===== config.mk =====
export PLATFORM = sky130hd
export DESIGN_NAME = uart_rx_8n1
export DESIGN_NICKNAME = d
export VERILOG_FILES = /design/src/rtl/uart_rx_8n1_pkg.sv /design/src/rtl/uart_rx_fifo.sv /design/src/rtl/uart_rx_8n1.sv
export SDC_FILE = /design/constraint.sdc
export NUM_CORES = 1
export LEC_CHECK = 0
export CELL_PAD_IN_SITES_DETAIL_PLACEMENT = 1
export CELL_PAD_IN_SITES_GLOBAL_PLACEMENT = 1
export CORE_ASPECT_RATIO = 0.6
export CORE_UTILIZATION = 35
export CTS_CLUSTER_SIZE = 25
export DETAILED_ROUTE_END_ITERATION = 10
export PLACE_DENSITY = 0.71
export REMOVE_ABC_BUFFERS = 1
export SYNTH_ARGS = -nofsm -noshare
export SYNTH_HDL_FRONTEND = slang
export SYNTH_SLANG_ARGS = --single-unit

===== constraint.sdc =====
create_clock -name clk -period 2.2 [get_ports clk]
set_input_delay 0.44 -clock clk [delete_from_list [all_inputs] [get_ports clk]]
set_output_delay 0.44 -clock clk [all_outputs]
set_load 0.02 [all_outputs]

===== src/rtl/uart_rx_8n1_pkg.sv =====
// uart_rx_8n1_pkg: receiver state encoding and bit-period constants
// (clock cycles per bit at a 50 MHz system clock).
package uart_rx_8n1_pkg;
    localparam int B9600   = 5208;
    localparam int B19200  = 2604;
    localparam int B57600  = 868;
    localparam int B115200 = 434;
    typedef enum logic [2:0] {IDLE, START, DATA, STOP, WAIT_IDLE} rx_state_t;
endpackage


===== src/rtl/uart_rx_fifo.sv =====
// uart_rx_fifo: first-word-fall-through byte FIFO; a full FIFO still accepts
// a push when a pop happens in the same cycle.
module uart_rx_fifo #(
    parameter int FIFO_DEPTH = 8
) (
    input  logic                          clk,
    input  logic                          reset,
    input  logic                          push,
    input  logic [7:0]                    push_data,
    input  logic                          pop,
    output logic [7:0]                    head,
    output logic                          full,
    output logic                          empty,
    output logic [$clog2(FIFO_DEPTH):0]   count
);
    localparam int AW = $clog2(FIFO_DEPTH);
    logic [7:0] mem [FIFO_DEPTH];
    logic [AW-1:0] wr_ptr, rd_ptr;
    logic do_push, do_pop;
    assign empty   = count == '0;
    assign full    = count == (AW+1)'(FIFO_DEPTH);
    assign do_pop  = pop && !empty;
    assign do_push = push && (!full || do_pop);
    assign head    = empty ? 8'h00 : mem[rd_ptr];
    always_ff @(posedge clk or posedge reset) begin
        if (reset) begin
            wr_ptr <= '0;
            rd_ptr <= '0;
            count  <= '0;
        end else begin
            if (do_push) wr_ptr <= wr_ptr + 1'b1;
            if (do_pop) rd_ptr <= rd_ptr + 1'b1;
            count <= count + (AW+1)'(do_push) - (AW+1)'(do_pop);
        end
    end
    always_ff @(posedge clk)
        if (do_push) mem[wr_ptr] <= push_data;
endmodule


===== src/rtl/uart_rx_8n1.sv =====
// uart_rx_8n1: 8N1 serial receiver with mid-bit sampling, frame-error pulse,
// break recovery and a receive FIFO with a sticky overrun flag.
module uart_rx_8n1
    import uart_rx_8n1_pkg::*;
#(
    parameter int BAUDRATE   = B9600,
    parameter int FIFO_DEPTH = 8
) (
    input  logic                          clk,
    input  logic                          reset,
    input  logic                          i_rx_serial,
    output logic [7:0]                    o_rx_data,
    output logic                          o_rx_data_valid,
    input  logic                          i_rx_data_ready,
    output logic [$clog2(FIFO_DEPTH):0]   o_fifo_count,
    output logic                          o_frame_error,
    output logic                          o_overrun,
    input  logic                          i_clear_overrun
);
    localparam int TW = $clog2(BAUDRATE);
    localparam logic [TW-1:0] HALF = TW'(BAUDRATE / 2 - 1);
    localparam logic [TW-1:0] LAST = TW'(BAUDRATE - 1);
    rx_state_t state;
    logic sync1, sync2, prev;
    logic [TW-1:0] timer;
    logic [2:0] bit_idx;
    logic [7:0] shift;
    logic push, pop, full, empty;
    assign push            = state == STOP && timer == LAST && sync2;
    assign o_rx_data_valid = !empty;
    assign pop             = o_rx_data_valid && i_rx_data_ready;
    // prev is only an edge detector on the already synchronised line.
    always_ff @(posedge clk or posedge reset) begin
        if (reset) begin
            sync1         <= 1'b1;
            sync2         <= 1'b1;
            prev          <= 1'b1;
            state         <= IDLE;
            timer         <= '0;
            bit_idx       <= '0;
            shift         <= '0;
            o_frame_error <= 1'b0;
        end else begin
            sync1         <= i_rx_serial;
            sync2         <= sync1;
            prev          <= sync2;
            o_frame_error <= 1'b0;
            timer         <= timer + 1'b1;
            case (state)
                IDLE: begin
                    timer <= '0;
                    if (prev && !sync2) state <= START;
                end
                START: if (timer == HALF) begin
                    timer   <= '0;
                    bit_idx <= '0;
                    state   <= sync2 ? IDLE : DATA;
                end
                DATA: if (timer == LAST) begin
                    timer   <= '0;
                    shift   <= {sync2, shift[7:1]};
                    bit_idx <= bit_idx + 1'b1;
                    if (bit_idx == 3'd7) state <= STOP;
                end
                STOP: if (timer == LAST) begin
                    timer         <= '0;
                    o_frame_error <= !sync2;
                    state         <= sync2 ? IDLE : WAIT_IDLE;
                end
                WAIT_IDLE: begin
                    timer <= '0;
                    if (sync2) state <= IDLE;
                end
                default: state <= IDLE;
            endcase
        end
    end
    always_ff @(posedge clk or posedge reset) begin
        if (reset) o_overrun <= 1'b0;
        else if (push && full && !pop) o_overrun <= 1'b1;
        else if (i_clear_overrun) o_overrun <= 1'b0;
    end
    uart_rx_fifo #(.FIFO_DEPTH(FIFO_DEPTH)) u_fifo (
        .clk       (clk),
        .reset     (reset),
        .push      (push),
        .push_data (shift),
        .pop       (pop),
        .head      (o_rx_data),
        .full      (full),
        .empty     (empty),
        .count     (o_fifo_count)
    );
endmodule


# ---- Word level (Yosys, flattened, before mapping)
# Memory sizes are Yosys's and may differ from the RTL's.
# Cells that the tools add are included.
dict set report classes {
  addsub 6
  eq_ne 14
  n_mux 22
  n_reduce_logical 22
}
# cell count
set ops {}
lappend ops {{case mux 13 bit (3 select lines)} 1}
lappend ops {{two-way mux 3 bit} 9}
lappend ops {{two-way mux 13 bit} 2}
lappend ops {{case mux 3 bit (5 select lines)} 1}
lappend ops {{adder 13 x 1 -> 13 bit (second input constant)} 1}
lappend ops {{== test 13 x 12 -> 1 bit (second input constant)} 1}
lappend ops {{== test 13 bit (second input constant)} 1}
lappend ops {{!= test 2 bit (second input constant)} 5}
lappend ops {{adder 3 x 1 -> 3 bit (second input constant)} 3}
lappend ops {{logical AND 1 bit} 8}
lappend ops {{two-way mux 8 bit} 1}
lappend ops {{== test 3 x 2 -> 1 bit (second input constant)} 2}
lappend ops {{== test 3 bit (second input constant)} 2}
lappend ops {{two-way mux 1 bit} 6}
lappend ops {{case mux 3 bit (2 select lines)} 1}
lappend ops {{AND reduction 6 bit} 1}
lappend ops {{adder 4 x 1 -> 4 bit} 1}
lappend ops {{== test 4 bit (second input constant)} 1}
lappend ops {{logical NOT 1 bit} 4}
lappend ops {{logical NOT 4 bit} 1}
lappend ops {{nonzero test 2 bit} 2}
lappend ops {{OR reduction 2 bit} 2}
lappend ops {{subtractor 4 x 1 -> 4 bit} 1}
lappend ops {{== test 3 x 1 -> 1 bit (second input constant)} 1}
lappend ops {{other kinds (6)} 6}
dict set report totals {
  regBits 42
  mem_bits_rw 64
  in_bits 5
  out_inout_bits 15
  wordCells 77
  n_memories 1
}
# memory depth word_bits read_ports rd_clocked_by_memory_dff write_ports line
set memory_table {}
lappend memory_table {u_fifo.mem 8 8 1 0 1 uart_rx_fifo.sv:17} ;# logic [7:0] mem [FIFO_DEPTH];

# ---- Logic depth before layout (Yosys ltp)
# Gate-level depths: netlist of run 1.
dict set report logic_depth {
  word_depth 8
  depth_mapped 13
  depth_no_buf 12
}

# ---- Hierarchy
# From an unflattened synthesis of run 1, not the netlist that was laid out.
dict set report unflattened {
  hier_cells 329
  area_unflattened_um2 4650.7
}
# module n_inst cells_each area_each_um2 seq_area_each_um2
set modules_own_cells {}
lappend modules_own_cells {uart_rx_fifo 1 190 3121.7 2172.1}
lappend modules_own_cells {uart_rx_8n1 1 139 1529.0 804.5}

# ---- Worst setup path before layout of run 1
# No wires, ideal clock.
dict set report synth_path {
  path_kind {register -> register}
  start {reg u_fifo.count[2]}
  end {reg u_fifo.count[2]}
  setup_time_ns 0.122
  arrival_ns 2.416
  t_required_ns 2.078
  slack_ns -0.338
  stages_incl_launch_ff 13
  path_buffers 1
  period_less_slack_ns 2.538
  cell_sequence {dfrtp_1 inv_1 ha_1 and2_1 clkbuf_1 inv_1 nand2_1 inv_1 ha_1 inv_1 ha_1 fa_1 xor2_1}
}
dict set report synth_between {
  elab_chain_len 8
  elab_cells_between_ends 10
  classes_between {add/sub (2); eq/ne (1); reduce/logical (7)}
}
# item line
set synth_rtl {}
lappend synth_rtl {{from (decl)} uart_rx_fifo.sv:14} ;# output logic [$clog2(FIFO_DEPTH):0] count
lappend synth_rtl {{from (signal assigned)} uart_rx_fifo.sv:33} ;# count <= count + (AW+1)'(do_push) - (AW+1)'(do_pop);
lappend synth_rtl {{logical NOT 4 bit (*)} uart_rx_fifo.sv:20} ;# assign empty = count == '0;
lappend synth_rtl {{logical NOT 1 bit (*)} uart_rx_8n1.sv:30} ;# assign o_rx_data_valid = !empty;
lappend synth_rtl {{named net o_rx_data_valid} uart_rx_8n1.sv:13} ;# output logic o_rx_data_valid,
lappend synth_rtl {{logical AND 1 bit} uart_rx_8n1.sv:31} ;# assign pop = o_rx_data_valid && i_rx_data_ready;
lappend synth_rtl {{logical AND 1 bit (*)} uart_rx_fifo.sv:22} ;# assign do_pop = pop && !empty;
lappend synth_rtl {{named net u_fifo.do_pop} uart_rx_fifo.sv:19} ;# logic do_push, do_pop;
lappend synth_rtl {{logical OR 1 bit} uart_rx_fifo.sv:23} ;# assign do_push = push && (!full || do_pop);
lappend synth_rtl {{logical AND 1 bit} uart_rx_fifo.sv:23}
lappend synth_rtl {{adder 4 x 1 -> 4 bit} uart_rx_fifo.sv:33}
lappend synth_rtl {{subtractor 4 x 1 -> 4 bit (*)} uart_rx_fifo.sv:33}
# The timed path passes the listed nets; every way through them passes the cells marked *.
# A chain may end at the register's enable or synchronous reset.

# ---- Final worst setup path of run 1
dict set report layout_path {
  start {reg u_fifo.rd_ptr[0]}
  end {out o_rx_data[4]}
}
dict set report layout_between {
  elab_chain_len 2
}
# item line
set layout_rtl {}
lappend layout_rtl {{from (decl)} uart_rx_fifo.sv:18} ;# logic [AW-1:0] wr_ptr, rd_ptr;
lappend layout_rtl {{from (signal assigned)} uart_rx_fifo.sv:32} ;# if (do_pop) rd_ptr <= rd_ptr + 1'b1;
lappend layout_rtl {{memory (8 x 8 bit)} n/a}
lappend layout_rtl {{two-way mux 8 bit} uart_rx_fifo.sv:24} ;# assign head = empty ? 8'h00 : mem[rd_ptr];
lappend layout_rtl {{to (decl)} uart_rx_8n1.sv:12} ;# output logic [7:0] o_rx_data,
# Every way passes these cells.

==> reports/qor.txt, run 1 <==
status - complete, but fails checks
failing checks - setup timing
Hold EP - sync2
share of layout cells above drive strength 1 - 31.32%
Max stage delay on crit path - 0.49 ns
Synth Cell Area - 4646 um2
GRT overflow - 0
H-tree depth - 3
Final Cell Area - 5597 um2
CTS Hold Buffers Added - 0
All-Layer GR Usage - 15.80%
RePlAce Congestion - 0.7522
Synth Area per Inst - 15.28 um2
crit path max fanout - 4
die height - 91.24 um
CTS tree - done
period utilisation layout - 105.1%
relative max-transition margin - 63.90%
routed vias/inst - 4.953
final hold violations - 0
Final Critical Period - 2.313 ns
Area growth syn-to-layout - 20.47%
Arrival @ worst endpoint - 1.87 ns
core area - 12,890 um2
DP HPWL - 6826 um
total power per unit cell area - 976.9 nW/um2
#FFs+latches synth - 106
RSZ-0062 raised after global routing - true
fin util - 43.41%
I/O pin cnt - 20
VDD IR max - 0.3867 mV
most area-consuming cells after synthesis - edfxtp_1 (41%), dfrtp_1 (21%), mux4_2 (7.8%)
Routed wire per std cell - 18.17 um
Synth Flop Type - edfxtp_1
max cap viols - 0
Worst R2R Setup Slack - 0.12 ns
worst path required time - 1.76 ns
Worst setup startpoint - u_fifo.rd_ptr[0]
Clock Tree Root - clkbuf_16
area post-placement - 5229 um2
Die X - 150.7 um
register area share after synthesis - 64.07%
full die area - 13,750 um2
hold_sp - sync1
Mapped Cells - 304
DRC Markers - 0
Yosys top cell by area - edfxtp_1
initial DRC count - 135
FF-to-FF End - u_fifo.mem[6][6]
HP Class - flop to flop
Setup crit start kind - flop
Pwr Total - 5.467 mW
Pleak - 2.408 nW
Hold WS - 0.3577 ns
CTS sink count - 106
crit end category - output pin
wire length of the first global-routing pass - 15,810 um
antenna violations before repair - 0
WS Path Type - flop to output pin
Worst-Skew Late Latency - 0.36 ns
Yosys top cell area share - 41.37%
Worst Setup Slack, final - -0.1130 ns
port bufs - 19
clock-pin slew on the worst setup and hold paths - 0.08 ns
# rows - 32
Via Count - 2,645
final wirelength - 9704 um
vias in the first global route - 2,854
endpoints failing setup - 8
post-synth cell types - 51
Fmax - 0.4323 GHz
First-pass DRT Iterations - 4
max-slew violations - 0
Place WS - -0.1172 ns
largest net degree at the start of global routing - 43
CP max-delay cell - mux4_2
Bufs on Longest Clock Path - 2
synth warn - 0
Antenna Violating Nets Remaining - 0
Critical Path, Cell by Cell - buf_12 -> buf_4 -> mux4_2 -> mux2i_1 -> nor2_1 -> buf_2
Post-synth EDFFs - 64
Starting Density - 36.03%
WHS Path Cells - 0
post-synthesis async set-or-reset flop share - 39.62%
ant diodes - 0
Final Net Count - 376
clock buffers created by TritonCTS - 9
Slew @ Worst Pin - 0.5391 ns
Worst Reg-to-Reg Cells - 6
RR Startpoint - timer[0]
Clock Skew - 0.01027 ns
==> Yosys cell counts (3+ instances only) <==
cell and count:
nor2_1 24, xnor2_1 14, nor4_1 3, nand4_1 4
o21ai_0 3, ha_1 11, edfxtp_1 64, buf_4 3
mux2_4 7, nand2_1 8, nor2_2 10, mux2i_1 8
dfrtp_1 39, nand2b_1 5, inv_1 15, nor3_1 5
nor2b_1 6, a21oi_1 4, mux4_2 16, xor2_1 3
and3b_1 3, nand3_1 13, dfstp_2 3
==> metrics by stage <==
stage | setup TNS [ns] | cells
final | -0.6133 | 534
after CTS | -0.8730 | 533
after floorplan | -6.890 | 293
after global placement | -0.6536 | 513
after detailed placement | -1.579 | 513
after global routing | -1.281 | 534
==> logic make-up (layout without fill, tap and decap cells) <==
family | after synthesis | in the layout | share of synthesized area (%)
compound gates | 16 | 16 | 2.586
xor+xnor | 17 | 17 | 3.205
fa+ha+maj | 12 | 12 | 3.393
buf+inv | 26 | 86 | 2.612
flops | 106 | 106 | 64.07
mux | 33 | 33 | 12.23
simple gates | 94 | 94 | 11.90
==> how the worst max path moves through the flow <==
stage / to / slack [ns] / depth (start not counted)
global placement: o_rx_data[4] / -0.10 / 5
finish: o_rx_data[4] / -0.11 / 6
CTS: o_rx_data[0] / -0.12 / 6
global route: o_rx_data[7] / -0.19 / 6
detailed placement: o_rx_data[7] / -0.12 / 5
floorplan: u_fifo.mem[0][0] / -0.27 / 5
==> what timing repair did <==
action                     4_1_cts  5_1_grt
resized for setup               40       11
setup endpoints to repair        9       40
buffers inserted                 3        2
pin swaps                        0        1
gates cloned                     1        0
==> layout make-up <==
class                      instances  area [um2]
fill                            1336        7296
clock buffer                       9       225.2
tap                              170       212.7
inverter                          15       56.30
sequential                       106        2978
timing repair buffer              55       473.0
multi-input combinational        172        1573
clock inverter                     7       78.83
==> power breakdown <==
group	internal (mW)	switching (mW)
logic	0.764	0.757
clock network	0.812	0.800
registers	2.22	0.117
total	3.79	1.67
==> layer usage <==
metal | track usage (%) | vias up | part of all wire, %
li1 | - | 1230 | -
met1 | 21.69 | 1365 | 47
met2 | 24.50 | 43 | 47
met3 | 3.518 | 7 | 4.7
met4 | 5.667 | 0 | 1.1
met5 | 0 | - | 0
==> registers in the layout, summed over array words and instances (netlist names), 3 cells and up <==
register and flops:
u_fifo.count 4, u_fifo.rd_ptr 3, u_fifo.mem 64, timer 13, bit_idx 3, state 3
shift 8, u_fifo.wr_ptr 3
==> cell usage in the layout, fill, tap and decap left out, types with 4 or more instances in the layout <==
cell and instances:
edfxtp_1 64, dfrtp_1 38, buf_4 33, nor2_1 24, mux4_2 16, inv_1 14
xnor2_1 14, nand3_1 13, nor2_2 10, clkdlybuf4s50_1 10, ha_1 9, clkbuf_16 9
nand2_1 8, mux2i_1 8, mux2_4 7, nor2b_1 6, buf_2 6, nand2b_1 5
nand4_1 4, inv_6 4
==> worst max-delay path, delay by kind of cell (launching register included) <==
family | cells | cell delay, ns
buffers and inverters | 3 | 0.38
muxes | 2 | 0.64
and+or+nand+nor | 1 | 0.07
DFF | 1 | 0.43
Note: power is estimated with default switching activity, not from simulation.
==> run 2, diff against run 1 <==
CORE_ASPECT_RATIO = not set   (was 0.6)
SETUP_SLACK_MARGIN = 0.5   (was not set)
==> reports/qor.txt, run 2 (same netlist as run 1, synthesis figures left out) <==
leading cell type in the layout, fill and taps excluded - edfxtp_1
ant diodes - 0 (unchanged)
largest net degree at the start of global routing - 43 (unchanged)
H-tree depth - 3 (unchanged)
core area - 12,770 um2 (-0.92%)
CTS sink count - 106 (unchanged)
Largest register FFs - 64 (unchanged)
Via Count - 2,733 (+3.3%)
antenna violations before repair - 0 (unchanged)
max cap viols - 0 (unchanged)
full die area - 13,740 um2 (-0.11%)
Antenna Violating Nets Remaining - 0 (unchanged)
commonest non-fill, non-tap cells in the layout - edfxtp_1 (64), dfrtp_1 (38), buf_6 (26)
endpoints failing setup - 8 (unchanged)
Fillers - 1,256 (-6.0%)
Final Net Count - 394 (+4.8%)
FF-to-FF End - u_fifo.mem[4][4]
GR Util met1 - 18.70% (-3.0 points)
Max stage delay on crit path - 0.48 ns (about the same)
met3 Resource Use GR - 4.068% (+0.55 points)
WS Path Type - flop to output pin
Fmax - 0.4398 GHz (+1.7%)
HP Class - flop to flop
clock-pin slew on the worst setup and hold paths - 0.07 ns (about the same)
Top Usage Layer GRT - met2
DP HPWL - 6058 um (-11%)
failing checks - setup timing
Crit path depth - 6 (unchanged)
final wirelength - 10,400 um (+7.2%)
crit path max fanout - 5 (+1)
routing usage on met2 - 30.12% (+5.6 points)
Worst Reg-to-Reg Cells - 6 (unchanged)
crit-path leading delay family - multiplexers
footprint of the multi-input gates - 1836 um2 (+17%)
worst path bufs/invs - 3 (unchanged)
status - complete, but fails checks
final hold violations - 0 (unchanged)
max-slew violations - 0 (unchanged)
I/O pin cnt - 20 (unchanged)
routed vias/inst - 4.933 (-0.40%)
Setup crit start kind - flop
Critical Path, Cell by Cell - buf_6 -> buf_16 -> mux4_2 -> mux2i_1 -> nor2_1 -> buf_2
Final Critical Period - 2.274 ns (-0.03940 ns)
worst path required time - 1.76 ns (about the same)
CP max-delay cell - mux4_2
# rows - 41 (+28%)
vias in the first global route - 3,050 (+6.9%)
Worst setup startpoint - u_fifo.rd_ptr[0]
CTS Hold Buffers Added - 0 (unchanged)
DRC Markers - 0 (unchanged)
Bufs on Longest Clock Path - 2 (unchanged)
RR Startpoint - timer[1]
share of layout cells above drive strength 1 - 42.93% (+12 points)
Pleak - 2.570 nW (+6.7%)
crit end category - output pin
Arrival @ worst endpoint - 1.83 ns (-0.04 ns)
period utilisation layout - 103.3% (-1.8 points)
All-Layer GR Usage - 16.29% (+0.50 points)
largest reg by FF count - u_fifo.mem
GRT overflow - 0 (unchanged)
Setup TNS - -0.3632 ns (+0.2501 ns)
RePlAce Congestion - 0.7090 (-5.7%)
Worst Setup Slack, final - -0.07362 ns (+0.03940 ns)
port bufs - 19 (unchanged)
relative max-transition margin - 47.54% (-16 points)
total power per unit cell area - 968.7 nW/um2 (-0.83%)
First-pass DRT Iterations - 4 (unchanged)
wire length of the first global-routing pass - 16,150 um (+2.1%)
Routed wire per std cell - 18.78 um (+3.3%)
Setup crit end - o_rx_data[5]
Area growth syn-to-layout - 32.00%
die height - 117.2 um (+28%)
RSZ-0062 raised after global routing - true
initial DRC count - 124 (-8.1%)
Reg area - 2978 um2 (unchanged)
clock buffers created by TritonCTS - 9 (unchanged)
Clock Skew - 0.007312 ns (-0.002962 ns)
VDD IR max - 0.4325 mV (+12%)
Die X - 117.2 um (-22%)
Regs by FF count - u_fifo.mem x64, timer x13, shift x8
Slew @ Worst Pin - 0.7835 ns (+0.2444 ns)
Place WS - -0.1236 ns (-0.006355 ns)
Worst-Skew Late Latency - 0.35 ns (about the same)
Clock Tree Root - clkbuf_16
Starting Density - 36.37% (+0.34 points)
CTS tree - done
Worst R2R Setup Slack - 0.17 ns (+0.05 ns)
==> run 2: changes by cell type in the layout (fill, tap and decap cells not counted), sizes merged <==
cell           before  now
buf                44   63
clkdlybuf4s50      10    4
dlygate4sd2         1    5
inv                19   17
bufinv              0    1
clkdlybuf4s15       0    1
clkinvlp            0    1
==> run 2: power breakdown <==
group          internal [mW]  switching [mW]  leakage (nW)
registers               2.22           0.122          1.30
logic                  0.986           0.973          1.13
clock network          0.893           0.749         0.146
==> run 2: worst min-delay path by stage <==
stage,cells past startpoint,to,start,slack (ns)
after floorplan,0,sync2,sync1,0.35
after CTS,0,sync2,sync1,0.36
after global placement,0,sync2,sync1,0.35
after global routing,0,sync2,sync1,0.37
after detailed placement,0,sync2,sync1,0.35
final,0,sync2,sync1,0.36
==> run 2: cell type report <==
cell class	instances	share of cell area (%)
clock buffers	9	3.673
clock inverters	7	1.224
inverters	15	1.081
multi-input cells	172	29.93
flip-flops and latches	106	48.56
well taps	172	3.509
repair buffers	73	12.02
==> run 2: what timing repair did <==
action	CTS	global route
resized for setup	98	57
setup buffers	16	7
gates cloned	2	0
pin swaps	26	13
endpoints found under the setup margin	106	104
==> run 2: layer usage <==
layer  share of wire, %  wire, um  vias to the layer above
li1                   -         -                     1270
met5                  0         0                        -
met4               0.85        88                        0
met3                3.7       390                        9
met1                 40      4186                     1412
met2                 55      5737                       42
==> run 2: through the flow <==
| stage | instance area [um2] | total power, mW | util (%) | hold WS [ns] | instances |
|---|---|---|---|---|---|
| global placement | 5229 | 3.700 | 40.93 | 0.3462 | 513 |
| floorplan | 4581 | 3.205 | - | 0.3452 | 293 |
| CTS | 5834 | 5.794 | 45.68 | 0.3594 | 547 |
| finish | 6132 | 5.940 | 48.01 | 0.3586 | 554 |
| detailed placement | 5229 | 3.754 | 40.93 | 0.3487 | 513 |
| global route | 6132 | 6.233 | 48.01 | 0.3658 | 554 |
==> run 3, diff against run 2 <==
CAP_MARGIN = 20   (was not set)
CTS_BUF_LIST = sky130_fd_sc_hd__clkbuf_4 sky130_fd_sc_hd__clkbuf_8 sky130_fd_sc_hd__clkbuf_16   (was not set)
==> results of run 3 <==
Final layout, timing and power as in run 2 (identical DEF).
